## src/rtl/jlsemi_util_clksw_pkg.sv

```systemverilog
// Shared types and constants for the clock-switch sequencer.
package jlsemi_util_clksw_pkg;

  typedef enum logic [1:0] {
    ST_IDLE   = 2'd0,
    ST_GATE   = 2'd1,
    ST_SETTLE = 2'd2
  } clksw_state_e;

  localparam int unsigned SW_CNT_W   = 8;
  localparam int unsigned MIN_CYCLES = 1;

  // A window length is usable when it is at least one cycle and its
  // reload value (cycles-1) fits in the counter.
  function automatic bit cycles_ok(input int unsigned cycles, input int unsigned cnt_w);
    return (cycles >= MIN_CYCLES) && (64'(cycles) <= (64'd1 << cnt_w));
  endfunction

endpackage

```

## src/rtl/jlsemi_util_clksw_dncnt.sv

```systemverilog
// Loadable down-counter with zero flag; reused for the gate and settle windows.
module jlsemi_util_clksw_dncnt #(
  parameter int unsigned CNT_W = 8
) (
  input  logic             clk_i,
  input  logic             rst_i,
  input  logic             load_i,
  input  logic [CNT_W-1:0] load_val_i,
  input  logic             dec_i,
  output logic             zero_o
);

  logic [CNT_W-1:0] cnt_q;

  always_ff @(posedge clk_i) begin
    if (rst_i) begin
      cnt_q <= '0;
    end else if (load_i) begin
      cnt_q <= load_val_i;
    end else if (dec_i && (cnt_q != '0)) begin
      cnt_q <= cnt_q - 1'b1;
    end
  end

  assign zero_o = (cnt_q == '0);

endmodule

```

## src/rtl/jlsemi_util_clksw_ctrl.sv

```systemverilog
// Clock-switch sequencer: gate, quiet window, flip mux select, settle, ungate.
module jlsemi_util_clksw_ctrl
  import jlsemi_util_clksw_pkg::*;
#(
  parameter int unsigned GATE_CYCLES   = 4,
  parameter int unsigned SETTLE_CYCLES = 8,
  parameter logic        RESET_SEL     = 1'b0,
  parameter int unsigned CNT_W         = 8
) (
  input  logic                clk_i,
  input  logic                rst_i,
  input  logic                req_vld_i,
  input  logic                req_sel_i,
  output logic                req_rdy_o,
  input  logic                dft_test_clk_en_i,
  output logic                sel_o,
  output logic                clk_gate_en_o,
  output logic                busy_o,
  output logic                done_o,
  output logic [SW_CNT_W-1:0] sw_cnt_o
);

  if (!cycles_ok(GATE_CYCLES, CNT_W)) begin : g_bad_gate_cycles
    $error("GATE_CYCLES must be >= 1 and fit in CNT_W bits");
  end
  if (!cycles_ok(SETTLE_CYCLES, CNT_W)) begin : g_bad_settle_cycles
    $error("SETTLE_CYCLES must be >= 1 and fit in CNT_W bits");
  end

  localparam logic [CNT_W-1:0] GATE_LOAD   = CNT_W'(GATE_CYCLES - 1);
  localparam logic [CNT_W-1:0] SETTLE_LOAD = CNT_W'(SETTLE_CYCLES - 1);

  clksw_state_e        state_q, state_d;
  logic                sel_q, sel_d;
  logic                tgt_q, tgt_d;
  logic                gate_en_q, gate_en_d;
  logic                done_q, done_d;
  logic                noop_pend_q, noop_pend_d;
  logic [SW_CNT_W-1:0] sw_cnt_q, sw_cnt_d;

  logic             accept;
  logic             cnt_load;
  logic [CNT_W-1:0] cnt_load_val;
  logic             cnt_dec;
  logic             cnt_zero;

  jlsemi_util_clksw_dncnt #(
    .CNT_W (CNT_W)
  ) u_dncnt (
    .clk_i      (clk_i),
    .rst_i      (rst_i),
    .load_i     (cnt_load),
    .load_val_i (cnt_load_val),
    .dec_i      (cnt_dec),
    .zero_o     (cnt_zero)
  );

  assign req_rdy_o = (state_q == ST_IDLE) & ~dft_test_clk_en_i & ~rst_i;
  assign accept    = req_vld_i & req_rdy_o;

  always_comb begin
    state_d      = state_q;
    sel_d        = sel_q;
    tgt_d        = tgt_q;
    gate_en_d    = gate_en_q;
    sw_cnt_d     = sw_cnt_q;
    noop_pend_d  = 1'b0;
    // A no-op accept is acknowledged one edge later than a real completion.
    done_d       = noop_pend_q;
    cnt_load     = 1'b0;
    cnt_load_val = '0;
    cnt_dec      = 1'b0;

    unique case (state_q)
      ST_IDLE: begin
        if (accept) begin
          if (req_sel_i != sel_q) begin
            tgt_d        = req_sel_i;
            gate_en_d    = 1'b0;
            cnt_load     = 1'b1;
            cnt_load_val = GATE_LOAD;
            state_d      = ST_GATE;
          end else begin
            noop_pend_d  = 1'b1;
          end
        end
      end
      ST_GATE: begin
        if (cnt_zero) begin
          sel_d        = tgt_q;
          cnt_load     = 1'b1;
          cnt_load_val = SETTLE_LOAD;
          state_d      = ST_SETTLE;
        end else begin
          cnt_dec      = 1'b1;
        end
      end
      ST_SETTLE: begin
        if (cnt_zero) begin
          gate_en_d = 1'b1;
          done_d    = 1'b1;
          sw_cnt_d  = sw_cnt_q + 1'b1;
          state_d   = ST_IDLE;
        end else begin
          cnt_dec   = 1'b1;
        end
      end
      default: begin
        state_d = ST_IDLE;
      end
    endcase
  end

  always_ff @(posedge clk_i) begin
    if (rst_i) begin
      state_q     <= ST_IDLE;
      sel_q       <= RESET_SEL;
      tgt_q       <= RESET_SEL;
      gate_en_q   <= 1'b1;
      done_q      <= 1'b0;
      noop_pend_q <= 1'b0;
      sw_cnt_q    <= '0;
    end else begin
      state_q     <= state_d;
      sel_q       <= sel_d;
      tgt_q       <= tgt_d;
      gate_en_q   <= gate_en_d;
      done_q      <= done_d;
      noop_pend_q <= noop_pend_d;
      sw_cnt_q    <= sw_cnt_d;
    end
  end

  assign sel_o         = sel_q;
  assign clk_gate_en_o = gate_en_q | dft_test_clk_en_i;
  assign busy_o        = (state_q != ST_IDLE);
  assign done_o        = done_q;
  assign sw_cnt_o      = sw_cnt_q;

endmodule

```

## config.mk

```make
export PLATFORM = sky130hd
export DESIGN_NAME = jlsemi_util_clksw_ctrl
export DESIGN_NICKNAME = d
export VERILOG_FILES = /design/src/rtl/jlsemi_util_clksw_pkg.sv /design/src/rtl/jlsemi_util_clksw_dncnt.sv /design/src/rtl/jlsemi_util_clksw_ctrl.sv
export SDC_FILE = /design/constraint.sdc
export NUM_CORES = 1
export LEC_CHECK = 0
export CELL_PAD_IN_SITES_DETAIL_PLACEMENT = 0
export CELL_PAD_IN_SITES_GLOBAL_PLACEMENT = 1
export CORE_MARGIN = 2
export CORE_UTILIZATION = 43
export DETAILED_ROUTE_END_ITERATION = 8
export PLACE_DENSITY_LB_ADDON = 0.08
export SLEW_MARGIN = 0
export SYNTH_ARGS = -nofsm -noshare
export SYNTH_HDL_FRONTEND = slang
export SYNTH_SLANG_ARGS = --single-unit
```

## constraint.sdc

```tcl
create_clock -name clk_i -period 5.3 [get_ports clk_i]
set_clock_uncertainty 0.05 [all_clocks]
set_input_delay 0.53 -clock clk_i [delete_from_list [all_inputs] [get_ports clk_i]]
set_output_delay 0.53 -clock clk_i [all_outputs]
set_load 0.01 [all_outputs]
```

==> impl_metrics.py <==
metrics = {
    "detailed_routing": {
        "drt_iter0_drc": 25,
        "vias_per_cell": 5.729,
        "detail_route.wl_per_cell_um": 13.76,
        "firstDrtPassIters": 4,
        "postRouteAntennaNets": 0,
        "drt_drc_violations_left": 0,
        "vias": 1077,
        "postRouteWirelength_mm": 2.587,
    },
    "global_routing": {
        "global_route_wire_length_before_repair_mm": 4.422,
        "first_global_vias": 967,
        "grt_antenna_before_repair": 0,
        "grt_start_max_net_pins": 21,
        "globalRouteTotalUtil_pct": 16.89,
        "grt_overflow": 0,
    },
    "finish": {
        "layout.core_utilization_pct": 53.27,
        "n_fill_cell": 265,
        "area.growth.synth_to_final_pct": 18.11,
        "multi_input_area_um2": 738.2,
        "post-route-cell-area_um2": 1469,
        "fraction_of_final_layout_cells_sized_beyond_drive_strength_1_pct": 7.006,
        "nets": 171,
        "antenna_cells": 0,
        "area.sequential_um2": 460.4,
    },
    "outcome": {
        "run_status": "finished clean",
    },
    "sta": {
        "finalHoldViolCount": 0,
        "rsz0062_at_grt": "false",
        "slew_headroom_pct": 52.34,
        "finalWorstSetupSlack_ps": 2498,
        "timing.hold.ws_ps": 414.9,
        "fin_crit_ps": 2802,
        "finalSetupViolCount": 0,
        "timing_worst_slew_pin_value_ps": 712.7,
        "final.setup.tns_ps": 0,
        "achievable-frequency_mhz": 356.9,
        "max_slew_vio_count": 0,
        "post-route-period-util_pct": 52.86,
    },
    "synth": {
        "share_of_the_synthesized_netlist_area_taken_by_xor_and_xnor_gates_pct": 5.634,
        "dominantRegCellSynth": "sky130_fd_sc_hd__dfxtp_1",
        "post_synth_fa_ha_maj_area_fraction_pct": 8.048,
        "synth_edf_count": 0,
        "netlist-cell-type-count": 33,
        "synth-compound-area-share_pct": 16.70,
        "synth_simple_gate_area_share_pct": 23.24,
        "ys.warnings.count": 0,
        "post_synth_instance_area_um2": 1244,
        "postSynthRegisterBits": 23,
        "synth_top_family_by_area": "simple AND/OR/NAND/NOR gates",
        "synthesis.area_per_instance_um2": 8.884,
        "synth_nets": 153,
        "synth_sequential_area_ratio_pct": 37.02,
        "synthesis.instances": 140,
        "async_reset_ff_share_pct": 0,
        "synth.area.mux_share_pct": 5.734,
    },
    "clock_tree": {
        "cts_max_level": 1,
        "clock_tree_buffer_depth": 2,
        "cts.reportedPaths.clkPinSlew_ps": 130,
        "worst_skew_pair.late_latency_ps": 320,
        "cts.root.buffer_cell": "sky130_fd_sc_hd__clkbuf_4",
        "tritoncts_num_sinks": 23,
        "cts_tree": "yes",
        "hold_fix_buffers_cts": 0,
        "post_cts.repair.setup_buffers": 0,
        "cts_made_buffers": 3,
        "postCtsResizedCells": 0,
    },
    "placement": {
        "preCtsSetupSlack_ps": 2470,
        "placement.cell_area_um2": 1441,
        "hpwl_dp_mm": 1.831,
        "gp_congestion": 0.7802,
        "placement.io_buffers": 17,
    },
    "worst_hold_path": {
        "hold_removal_path_class": "reg2reg",
    },
    "worst_setup_path": {
        "start_kind": "primary input",
        "critPathBufInv": 2,
        "critPathKind": "in2out",
        "worstPathArrival_ps": 2220,
        "timing.critical_path.cells": "clkdlybuf4s50_1 > nor3_1 > clkdlybuf4s50_1",
        "worst_path_largest_cell_delay_ps": 770,
        "crit_path_end_kind": "output pin",
        "timing.critical_path.required_ps": 4720,
        "timing.critical_path.mode_cell": "sky130_fd_sc_hd__clkdlybuf4s50_1",
        "worst-path-max-fanout": 20,
        "cp_slowest_cell": "sky130_fd_sc_hd__clkdlybuf4s50_1",
        "timing.critical_path.max_delay_family": "buffers and inverters",
    },
    "floorplanning": {
        "pin_count": 18,
        "fp.dieW_um": 57.78,
        "placementRows": 19,
        "dieArea_um2": 3339,
        "starting_density_of_the_core_pct": 45.10,
        "core_region_area_um2": 2758,
        "die_height_um": 57.78,
    },
    "run": {
        "cap_violations": 0,
    },
    "power_and_ir_drop": {
        "maximum_vdd_ir_drop_v": 0.0002620,
        "total_leakage_power_nw": 0.5542,
        "power_density_nw_per_um2": 440.8,
    },
}
synth_stat cells (5+ instances only):
master / count / area (um^2)
sky130_fd_sc_hd__a21oi_1: 12 / 60.06
sky130_fd_sc_hd__clkbuf_1: 5 / 18.77
sky130_fd_sc_hd__dfxtp_1: 23 / 460.4
sky130_fd_sc_hd__ha_1: 8 / 100.1
sky130_fd_sc_hd__inv_1: 7 / 26.28
sky130_fd_sc_hd__mux2i_1: 6 / 60.06
sky130_fd_sc_hd__nand3_1: 7 / 35.03
sky130_fd_sc_hd__nand3b_1: 5 / 37.54
sky130_fd_sc_hd__nand4_1: 5 / 31.28
sky130_fd_sc_hd__nor2_1: 11 / 41.29
sky130_fd_sc_hd__o21ai_0: 9 / 45.04
sky130_fd_sc_hd__xor2_1: 6 / 52.55
final timing paths:
check                                              startpoint                       endpoint  slack, ps  depth (start not counted)
worst max register to register  u_dncnt.cnt_q[0]$_SDFFE_PP0P_  u_dncnt.cnt_q[1]$_SDFFE_PP0P_       3020                          6
worst min-delay path                   noop_pend_q$_SDFF_PP0_              done_o$_SDFF_PP0_        410                          2
worst min register to register         noop_pend_q$_SDFF_PP0_              done_o$_SDFF_PP0_        410                          2
worst max-delay path                                    rst_i                      req_rdy_o       2500                          3
cell type report:
class | count | share of cell area [%]
Multi-Input combinational cell | 105 | 50.26
Sequential cell | 23 | 31.35
Clock buffer | 3 | 1.533
Clock inverter | 1 | 0.3407
Inverter | 7 | 1.789
Timing Repair Buffer | 18 | 12.10
Tap cell | 31 | 2.641
report_power, final:
group,switching [mW],internal (mW)
combinational,0.179,0.150
sequential,0.0324,0.201
clock,0.0563,0.0283
layer usage:
metal,up-vias,part of all wire [%],global-route usage [%]
met3,5,4.6,2.679
li1,543,-,-
met1,506,48,22.33
met4,0,1.3,6.645
met5,-,0,0
met2,23,46,27.60
layout by cell type, fill, tap and decap left out, types with 5 or more instances in the layout:
cell type                         count
sky130_fd_sc_hd__nor2_1              11
sky130_fd_sc_hd__inv_1                7
sky130_fd_sc_hd__nand3_1              7
sky130_fd_sc_hd__a21oi_1             12
sky130_fd_sc_hd__xor2_1               6
sky130_fd_sc_hd__nand3b_1             5
sky130_fd_sc_hd__o21ai_0              9
sky130_fd_sc_hd__dfxtp_1             23
sky130_fd_sc_hd__mux2i_1              6
sky130_fd_sc_hd__clkdlybuf4s50_1     17
sky130_fd_sc_hd__ha_1                 8
sky130_fd_sc_hd__nand4_1              5
cell families after synthesis:
logic type      count (synthesis)
xor+xnor                        8
fa+ha+maj                       8
flops                          23
compound gates                 33
buf+inv                        12
simple gates                   49
mux                             7
registers in the layout, indices dropped and copies added, names as in the netlist:
register	cells
sw_cnt_o	8
u_dncnt.cnt_q	8
state_q	2
done_o	1
gate_en_q	1
noop_pend_q	1
sel_o	1
tgt_q	1
worst register-to-register path, cell delays in order, from the launching register on:
cell and delay (ps):
sky130_fd_sc_hd__dfxtp_1 390, sky130_fd_sc_hd__inv_1 140, sky130_fd_sc_hd__ha_1 180, sky130_fd_sc_hd__or4b_2 660, sky130_fd_sc_hd__o21ai_1 250, sky130_fd_sc_hd__mux2_2 370
sky130_fd_sc_hd__a31oi_1 150
per-stage QoR:
| stage | total power [mW] | std cells |
|---|---|---|
| final | 0.6475 | 188 |
| after global routing | 0.7003 | 188 |
| after CTS | 0.6511 | 188 |
| after detailed placement | 0.5631 | 184 |
| after global placement | 0.5567 | 184 |
| after floorplan | 0.4795 | 140 |
Power figures use the tool's default switching activity.
